### src/rtl/fifo_arb_pkg.sv
// Shared constants for the sync_fifo write-port arbiter and its benches:
// FSM encoding and default sizing.
package fifo_arb_pkg;

  localparam logic STATE_IDLE  = 1'b0;
  localparam logic STATE_GRANT = 1'b1;

  localparam int DEF_WIDTH     = 8;
  localparam int DEF_NUM_REQ   = 4;
  localparam int DEF_MAX_BURST = 4;

  typedef enum logic {
    IDLE  = STATE_IDLE,
    GRANT = STATE_GRANT
  } arb_state_e;

endpackage

### src/rtl/fifo_wr_arbiter_rr_pick.sv
// Combinational round-robin selector: rotate the request vector so the search
// starts just after last_grant, priority-encode, then rotate the index back.
module rr_pick #(
  parameter int NUM_REQ = 4,
  parameter int ID_W    = $clog2(NUM_REQ)
) (
  input  logic [NUM_REQ-1:0] req_valid,
  input  logic [ID_W-1:0]    last_grant,
  output logic [ID_W-1:0]    pick_id,
  output logic               pick_vld
);

  int                start_idx;
  logic [NUM_REQ-1:0] rot;
  logic [ID_W-1:0]    src_idx [NUM_REQ];
  logic [ID_W-1:0]    enc;

  assign start_idx = (int'(last_grant) + 1) % NUM_REQ;

  for (genvar gi = 0; gi < NUM_REQ; gi++) begin : g_rot
    assign src_idx[gi] = ID_W'((start_idx + gi) % NUM_REQ);
    assign rot[gi]     = req_valid[src_idx[gi]];
  end

  // Lowest set bit of the rotated vector is the nearest requester after last_grant.
  always_comb begin
    enc = '0;
    for (int i = NUM_REQ - 1; i >= 0; i--) begin
      if (rot[i]) enc = ID_W'(i);
    end
  end

  assign pick_vld = |rot;
  assign pick_id  = ID_W'((int'(enc) + start_idx) % NUM_REQ);

endmodule

### src/rtl/fifo_wr_arbiter.sv
// Round-robin arbiter sharing the sync_fifo write port among NUM_REQ producers,
// with burst locking per grant and a hard guarantee of never writing while full.
module fifo_wr_arbiter
  import fifo_arb_pkg::*;
#(
  parameter int WIDTH     = DEF_WIDTH,
  parameter int NUM_REQ   = DEF_NUM_REQ,
  parameter int MAX_BURST = DEF_MAX_BURST,
  parameter int ID_W      = $clog2(NUM_REQ)
) (
  input  logic                     clk,
  input  logic                     res,
  input  logic [NUM_REQ-1:0]       req_valid,
  input  logic [NUM_REQ*WIDTH-1:0] req_data,
  input  logic [NUM_REQ-1:0]       req_last,
  output logic [NUM_REQ-1:0]       req_ready,
  input  logic                     fifo_full,
  output logic                     fifo_wr_en,
  output logic [WIDTH-1:0]         fifo_wdata,
  output logic [ID_W-1:0]          grant_id,
  output logic                     busy,
  output logic [15:0]              wr_count
);

  localparam int BEAT_W = $clog2(MAX_BURST + 1);

  arb_state_e        state_reg, state_next;
  logic [ID_W-1:0]   grant_id_reg, grant_id_next;
  logic [ID_W-1:0]   last_grant_reg, last_grant_next;
  logic [BEAT_W-1:0] beat_cnt_reg, beat_cnt_next, beat_inc;
  logic [15:0]       wr_count_reg, wr_count_next;
  logic [ID_W-1:0]   pick_id;
  logic              pick_vld;
  logic              granted, sel_valid, sel_last, xfer;
  logic [WIDTH-1:0]  sel_data;

  rr_pick #(
    .NUM_REQ (NUM_REQ),
    .ID_W    (ID_W)
  ) u_rr_pick (
    .req_valid  (req_valid),
    .last_grant (last_grant_reg),
    .pick_id    (pick_id),
    .pick_vld   (pick_vld)
  );

  // Outputs are gated by res so nothing leaks through during the reset cycle.
  assign granted   = (state_reg == GRANT) && !res;
  assign sel_valid = req_valid[grant_id_reg];
  assign sel_last  = req_last[grant_id_reg];
  assign sel_data  = req_data[grant_id_reg*WIDTH +: WIDTH];
  assign xfer      = granted && sel_valid && !fifo_full;
  assign beat_inc  = beat_cnt_reg + 1'b1;

  for (genvar gi = 0; gi < NUM_REQ; gi++) begin : g_ready
    assign req_ready[gi] = granted && !fifo_full && (grant_id_reg == ID_W'(gi));
  end

  assign fifo_wr_en = xfer;
  assign fifo_wdata = xfer ? sel_data : '0;
  assign grant_id   = grant_id_reg;
  assign busy       = (state_reg == GRANT);
  assign wr_count   = wr_count_reg;

  always_comb begin
    state_next      = state_reg;
    grant_id_next   = grant_id_reg;
    last_grant_next = last_grant_reg;
    beat_cnt_next   = beat_cnt_reg;
    wr_count_next   = wr_count_reg + 16'(xfer);
    case (state_reg)
      IDLE: begin
        if (pick_vld) begin
          state_next    = GRANT;
          grant_id_next = pick_id;
          beat_cnt_next = '0;
        end
      end
      GRANT: begin
        if (xfer) begin
          beat_cnt_next = beat_inc;
          if (sel_last || (beat_inc == BEAT_W'(MAX_BURST))) begin
            state_next      = IDLE;
            last_grant_next = grant_id_reg;
          end
        end else if (!sel_valid && !fifo_full) begin
          // Producer dropped valid; a full FIFO instead holds the grant indefinitely.
          state_next      = IDLE;
          last_grant_next = grant_id_reg;
        end
      end
      default: state_next = IDLE;
    endcase
  end

  always_ff @(posedge clk) begin
    if (res) begin
      state_reg      <= IDLE;
      grant_id_reg   <= '0;
      last_grant_reg <= ID_W'(NUM_REQ - 1);
      beat_cnt_reg   <= '0;
      wr_count_reg   <= '0;
    end else begin
      state_reg      <= state_next;
      grant_id_reg   <= grant_id_next;
      last_grant_reg <= last_grant_next;
      beat_cnt_reg   <= beat_cnt_next;
      wr_count_reg   <= wr_count_next;
    end
  end

endmodule

### config.mk
export PLATFORM = sky130hd
export DESIGN_NAME = fifo_wr_arbiter
export DESIGN_NICKNAME = d
export VERILOG_FILES = /design/src/rtl/fifo_arb_pkg.sv /design/src/rtl/fifo_wr_arbiter_rr_pick.sv /design/src/rtl/fifo_wr_arbiter.sv
export SDC_FILE = /design/constraint.sdc
export NUM_CORES = 1
export LEC_CHECK = 0
export CORE_MARGIN = 4
export CORE_UTILIZATION = 38
export DETAILED_ROUTE_END_ITERATION = 8
export PLACE_DENSITY = 0.87
export SYNTH_ARGS = -nofsm -noshare
export SYNTH_HDL_FRONTEND = slang
export SYNTH_HIERARCHICAL = 1
export SYNTH_SLANG_ARGS = --single-unit
export TNS_END_PERCENT = 5
### constraint.sdc
create_clock -name clk -period 1.9 [get_ports clk]
set_input_delay 0.285 -clock clk [delete_from_list [all_inputs] [get_ports clk]]
set_output_delay 0.285 -clock clk [all_outputs]
set_load 0.05 [all_outputs]
==> metrics.txt, run 1 <==
final worst path period share 109.7%; # Max-Cap Violations 0; later-pin clock latency in the skew report roughly 270 ps; Clock Tree Root clkbuf_8; DR pass1 iterations 4; synth top area cells dfxtp_1 29%, mux4_2 8.0%, mux4_1 6.2%; syn nets ~230; H-tree levels 1; Post-Place Setup Slack -453.1 ps; met2 WL 2736 um; most numerous cell in the Yosys netlist dfxtp_1; Num CTS Buffers 3; number of clock sinks 24; DIE AREA 0.005557 mm^2; endpoints failing hold 0; Yosys top cell area share roughly 29%; drt drc 0; row cnt 23; startpoint types flop; vias around 1,800; Final setup viols 23; Distinct cells, synth 49; Async SR Flop Fraction 0%; Peak VDD IR 0.0002484 V; initial antenna violation count 0; Total GRT Usage a little under a fifth; met3 wire len 287 um; DIE WIDTH 74.55 um; routed len/inst about 16 um; Slew @ Worst Pin 502.1 ps; Post-synth EDFFs 0; Seq/Total Area, Yosys 28.55%; final non-filler cell total between 300 and 400; Top Layer Used met4; Worst EP required 1620 ps; post-route minimum period 2084 ps; #FFs+latches synth 24; DRT Wirelength 5226 um; Final GP Congestion roughly 0.84; Largest register FFs 16; power per cell area 485.1 mW/mm^2; clk slew on worst S/H paths 80 ps; maximum fanout along the worst path 12; Worst Setup End Kind output pin; synthesized area 0.001683 mm^2; failing checks negative setup slack; antenna cells 0; fin. max-slew vios 0; status complete, but fails checks; first-pass GRT wire length 8010 um; M1 WL 2017 um; fmax around 480 MHz; port bufs 74; Routed Antenna Nets 0; RSZ-0062 raised after global routing true; Starting Density 40.61%; Via-to-Cell Ratio 5.513; min setup slack post-route -183.9 ps; Clock Skews 7.962 ps; vias in the first global route 1,680; Congestion Overflow GR 0; largest net degree at the start of global routing 24; layout cell share with drive strength beyond 1 between 30 and 40%; Slew headroom about two thirds; Syn Inst Count 178; top cell type by total area after synthesis dfxtp_1; CTS tree yes; Die Ht 74.55 um; Crit Path Class flop to output pin; P&R area growth vs syn 73.16%; Hold Crit Class flop to flop; DR iter-0 viols 115; top_reg_cell synth dfxtp_1; Mean Syn Cell Area 9.454 um^2; DP Cell Count 308; NumNets Final 320; critical path arrival 1800 ps; Clock Path Buffers 2; top cells by count, synth 24 x dfxtp_1, 13 x nor2_1, 12 x nand2_1; io pins 75; leak pwr 1.136 nW; DP Wirelength 3765 um; core area between 0.004 and 0.005 mm^2; Tot Pwr approximately 0.0014 W; Yosys Warn Count 6
==> routing by layer <==
metal | track usage (%) | vias up
li1 | - | 838
met1 | 21.14 | 846
met2 | 34.34 | 62
met3 | 2.568 | 18
met4 | 8.103 | 0
met5 | 0 | -
==> power by group <==
| group | total [W] | internal (W) | leakage [nW] | switching (W) |
|---|---|---|---|---|
| Sequential | 0.000534 | 0.000519 | 0.196 | 0.0000150 |
| Clock | 0.000355 | 0.000185 | 0.0288 | 0.000170 |
| Combinational | 0.000525 | 0.000283 | 0.912 | 0.000242 |
==> area by class of cell <==
type                    instances  area [um^2]
clock buffers                   4        55.05
multi-input cells             136         1222
fillers                       296         1230
well taps                      50        62.56
repair buffers                 98         1054
flip-flops and latches         24        486.7
inverters                       8        33.78
==> through the flow <==
step,cell area (um^2),hold slack (ps),util (%),TNS [ps]
final,2914,517.2,70.32,-3073
after global routing,2914,558.9,70.32,-5062
after CTS,2844,514.8,68.63,-2661
after detailed placement,2714,493.1,65.49,-9017
after global placement,2714,479.1,65.49,-7896
after floorplan,1732,356.6,-,-8701
==> path summary, 6_finish.rpt <==
| kind | startpoint | endpoint | slack [ps] | cells after the start |
|---|---|---|---|---|
| setup / recovery | grant_id[0] | fifo_wdata[1] | -180 | 5 |
| setup reg to reg | grant_id[0] | wr_count[8] | -170 | 9 |
| hold reg to reg | wr_count[13] | wr_count[13] | 520 | 2 |
| hold / removal | wr_count[13] | wr_count[13] | 520 | 2 |
==> repair_timing <==
item / 4_1_cts / 5_1_grt
gates resized for setup: 17 / 9
setup endpoints to repair: 27 / 26
buffers inserted: 5 / 3
pin swaps: 11 / 5
gates cloned: 0 / 0
hold buffers: 0 / 0
==> logic make-up after synthesis <==
kind of cell	after synthesis	share of synthesized area (%)
adder cells (fa/ha/maj)	6	4.461
AO/OA/AOI/OAI	28	12.49
flip-flops	24	28.55
multiplexers	11	15.17
XOR/XNOR	14	7.286
AND/OR/NAND/NOR	77	26.84
buffers and inverters	18	5.204
==> critical path, cell delays in order (launching register included) <==
cell     delay [ps]
dfxtp_4         370
mux4_2          550
buf_4           160
buf_6           140
and3_4          160
buf_12          140
==> cell usage in the layout (no fill, tap or decap), types with 3 or more instances in the layout <==
cell type,synthesis,final
a21oi_1,10,9
a21oi_2,2,3
and2_4,1,3
and3_4,0,8
buf_12,0,13
buf_4,1,24
buf_6,2,4
clkbuf_8,0,4
clkdlybuf4s50_1,0,50
dfxtp_1,24,21
dlygate4sd2_1,0,6
ha_1,6,3
inv_1,8,7
mux4_1,4,4
mux4_2,6,6
nand2_1,12,11
nand2b_1,3,3
nand3_1,6,6
nand4_1,5,5
nor2_1,13,13
nor2b_1,5,5
o21ai_0,3,3
or3_1,3,3
xnor2_1,4,3
xor2_1,10,10
(Power assumes the default switching activity.)
==> run 2, diff against run 1 <==
--- a/config.mk
+++ b/config.mk
@@ -5,10 +5,13 @@
 export SDC_FILE = /design/constraint.sdc
 export NUM_CORES = 1
 export LEC_CHECK = 0
+export ABC_AREA = 1
 export CORE_MARGIN = 4
-export CORE_UTILIZATION = 38
+export CORE_UTILIZATION = 39
+export CTS_BUF_LIST = sky130_fd_sc_hd__clkbuf_8
+export CTS_CLUSTER_DIAMETER = 100
 export DETAILED_ROUTE_END_ITERATION = 8
-export PLACE_DENSITY = 0.87
+export PLACE_DENSITY = 0.88
 export SYNTH_ARGS = -nofsm -noshare
 export SYNTH_HDL_FRONTEND = slang
 export SYNTH_HIERARCHICAL = 1
==> run 2 against run 1 <==
Compared with the run above:
- the flow still finishes with violations (negative setup slack)
- largest power group is now combinational cells
- critical path depth rose by 10
- hold slack got worse by 11 ps
- combinational power rose by 150%
- register-to-register slack improved by 30 ps
- wire length rose by 31%
- global-route usage rose by 3.5 points
- non-clock buffer count rose by 14
- via count rose by 29%
- first-iteration DRC count did not move
==> metrics.txt, run 2 <==
status complete, but fails checks; failing checks negative setup slack; Worst Setup End Kind flop; initial antenna violation count 0 (unchanged); number of clock sinks 24 (unchanged); Syn Inst Count 276 (+55%); top cells by count, synth 93 x nand2_1, 30 x inv_1, 24 x dfxtp_1, 24 x nor2_1, 15 x nand3_1; CTS tree yes; NumNets Final 438 (+37%); Seq/Total Area, Yosys 27.79% (-0.76 points); largest net degree at the start of global routing 15 (-38%); WP buf/inv 3 (unchanged); Worst path max stage delay 380 ps (-170 ps); Clock Tree Root clkbuf_8; Peak VDD IR 0.0005455 V (+120%); Distinct cells, synth 26 (-47%); top cell type by total area after synthesis dfxtp_1; vias in the first global route 2,100 (+25%); Reg-to-Reg Start last_grant_reg[0]; Final GP Congestion 0.8693 (+3.2%); Largest register FFs 16 (unchanged); critical path arrival 2200 ps (+400 ps); DIE WIDTH 74.59 um (about the same); Slew @ Worst Pin 506.0 ps (+3.849 ps); r2r worst-path depth 15 (+6); Slew headroom 66.16% (-0.26 points); row cnt 23 (unchanged); most numerous cell in the Yosys netlist nand2_1; fmax 489.9 MHz (+2.1%); WHS Endpoint beat_cnt_reg[2]; DRT Wirelength 6831 um (+31%); DR iter-0 viols 115 (unchanged); routed len/inst 15.60 um (-4.5%); Filler cells 262 (-11%); commonest non-fill, non-tap cell in the layout nand2_1; vias 2,279 (+29%); Mean Syn Cell Area 6.265 um^2 (-34%); Hold Crit Class flop to flop; antenna cells 0 (unchanged); Congestion Overflow GR 0 (unchanged); H-tree levels 1 (unchanged); Async SR Flop Fraction 0% (unchanged); Critical-path top delay cell dfxtp_4; P&R area growth vs syn 92.47%; family with the most delay on the worst path simple AND/OR/NAND/NOR gates; fin. max-slew vios 0 (unchanged); hold_buf cts 0 (unchanged); Post-synth EDFFs 0 (unchanged); Post-Place Setup Slack -386.9 ps (+66.18 ps); power per cell area 708.4 mW/mm^2 (+46%); maximum fanout along the worst path 6 (-6); DIE AREA 0.005563 mm^2 (+0.11%); Starting Density 41.73% (+1.1 points); Crit Path Class flop to flop; Final setup viols 9 (-61%); post-route minimum period 2041 ps (-42.67 ps); Total GRT Usage 22.10% (+3.5 points); DP Cell Count 425 (+38%); Hold Crit Depth 2 (unchanged); crit path cell chain buf_12 > clkinv_8 > nand2_2 > nand2_4 > nand2_2 > nand2_2 > a21oi_2 > nor2_1 > ha_2 > xor2_2 > nand3_1 > nand2_1 > inv_1 > o21ai_1 > a21oi_1; DR pass1 iterations 4 (unchanged); top_reg_cell synth dfxtp_1; final worst path period share 107.4% (-2.2 points); R2R setup slack -140 ps (+30 ps); Routed Antenna Nets 0 (unchanged); CP most frequent cell nand2_2; Via-to-Cell Ratio 5.203 (-5.6%); later-pin clock latency in the skew report 270 ps (about the same); startpoint types flop; port bufs 74 (unchanged); final non-filler cell total 438 (+37%); Yosys Warn Count 6 (unchanged); Hold Crit Start beat_cnt_reg[2]; Die Ht 74.59 um (about the same); worst r2r dst grant_id[1]; Worst Setup SP last_grant_reg[0]; core area 0.004144 mm^2 (unchanged); Yosys top cell area share 27.79% (-0.76 points); #FFs+latches synth 24 (unchanged); leak pwr 1.408 nW (+24%); Num CTS Buffers 3 (unchanged); io pins 75 (unchanged); clk slew on worst S/H paths 90 ps (about the same); first-pass GRT wire length 9680 um (+21%); drt drc 0 (unchanged); endpoints failing hold 0 (unchanged); Worst EP required 2060 ps (+440 ps); Clock Skews 7.695 ps (-0.2666 ps); Clock Path Buffers 2 (unchanged); synth top area cells dfxtp_1 28%, nand2_1 20%, inv_1 6.5%; # Max-Cap Violations 0 (unchanged); min setup slack post-route -141.2 ps (+42.67 ps); RSZ-0062 raised after global routing true; DP Wirelength 4475 um (+19%); layout cell share with drive strength beyond 1 31.96% (-0.63 points); synthesized area 0.001729 mm^2 (+2.8%); most frequent cells in the layout 85 x nand2_1, 53 x clkdlybuf4s50_1, 32 x buf_4, 26 x inv_1, 20 x nor2_1; syn nets 325 (+43%)
[run 2: cell count changes after synthesis, sizes merged, moves of 5 or more]
cell,before,now
nand2,12,105
inv,8,34
nor2,13,29
and3,10,0
mux4,10,0
a22oi,0,8
nand3,8,16
a31oi,1,8
xor2,10,4
clkbuf,6,1
nor2b,5,0
[run 2: worst max-delay path by stage]
| stage | endpoint | cells past startpoint | slack [ps] |
|---|---|---|---|
| floorplan | wr_count[12] | 13 | -390 |
| global placement | wr_count[12] | 12 | -360 |
| detailed placement | wr_count[12] | 12 | -390 |
| CTS | wr_count[13] | 13 | -20 |
| global route | grant_id[1] | 15 | -200 |
| finish | grant_id[1] | 15 | -140 |
[run 2: worst min-delay path, cell delays in order (launching register included)]
cell	delay, ps
dfxtp_1	340
nand2_1	70
o22ai_1	60
[run 2: metal layers]
metal	global-route usage, %	vias to the layer above	share of wire (%)
li1	-	1122	-
met1	26.24	1047	40
met2	40.00	97	49
met3	4.324	13	9.3
met4	6.522	0	1.5
met5	0	-	0
[run 2: per-stage QoR]
stage                     area [um^2]  setup TNS (ps)  util (%)  total power [W]  hold WS (ps)
final                            3328          -306.6     80.31         0.002358         505.7
after global routing             3328           -1455     80.31         0.002467         518.9
after CTS                        3168          -26.43     76.45         0.002201         503.5
after detailed placement         2909           -6245     70.20         0.001610         485.6
after global placement           2909           -5280     70.20         0.001582         474.6
after floorplan                  1795           -4837         -         0.001193         439.6
[run 2: cell type report]
class                           instances  area (um^2)  share of cell area (%)
Tap cell                               50        62.56                   1.880
Timing Repair Buffer                  112         1190                   35.75
Clock inverter                          1        30.03                  0.9023
Timing Repair inverter                  1        8.758                  0.2632
Multi-Input combinational cell        213         1354                   40.68
Inverter                               34        145.1                   4.361
Clock buffer                            3        41.29                   1.241
Sequential cell                        24        496.7                   14.92
[run 2: timing repair]
| item | 4_1_cts | 5_1_grt |
|---|---|---|
| setup endpoints to repair | 20 | 25 |
| gates resized for setup | 38 | 26 |
| setup buffers | 2 | 4 |
| pin swaps | 8 | 13 |
| endpoints found under the hold margin | 0 | 0 |
| cloned | 1 | 2 |
[run 2: report_power, final]
part | internal (W) | switching (W) | total, W
combinational | 0.000560 | 0.000754 | 0.00131
sequential | 0.000539 | 0.0000513 | 0.000590
clock | 0.000282 | 0.000171 | 0.000453
total | 0.00138 | 0.000976 | 0.00236
[run 2: cells by family (layout without fill, tap and decap cells)]
group | after synthesis | count (layout) | share of synthesized area [%]
xor+xnor | 4 | 4 | 2.026
buf+inv | 40 | 151 | 10.85
simple gates | 161 | 162 | 40.88
compound gates | 41 | 41 | 14.11
fa+ha+maj | 6 | 6 | 4.341
flops | 24 | 24 | 27.79
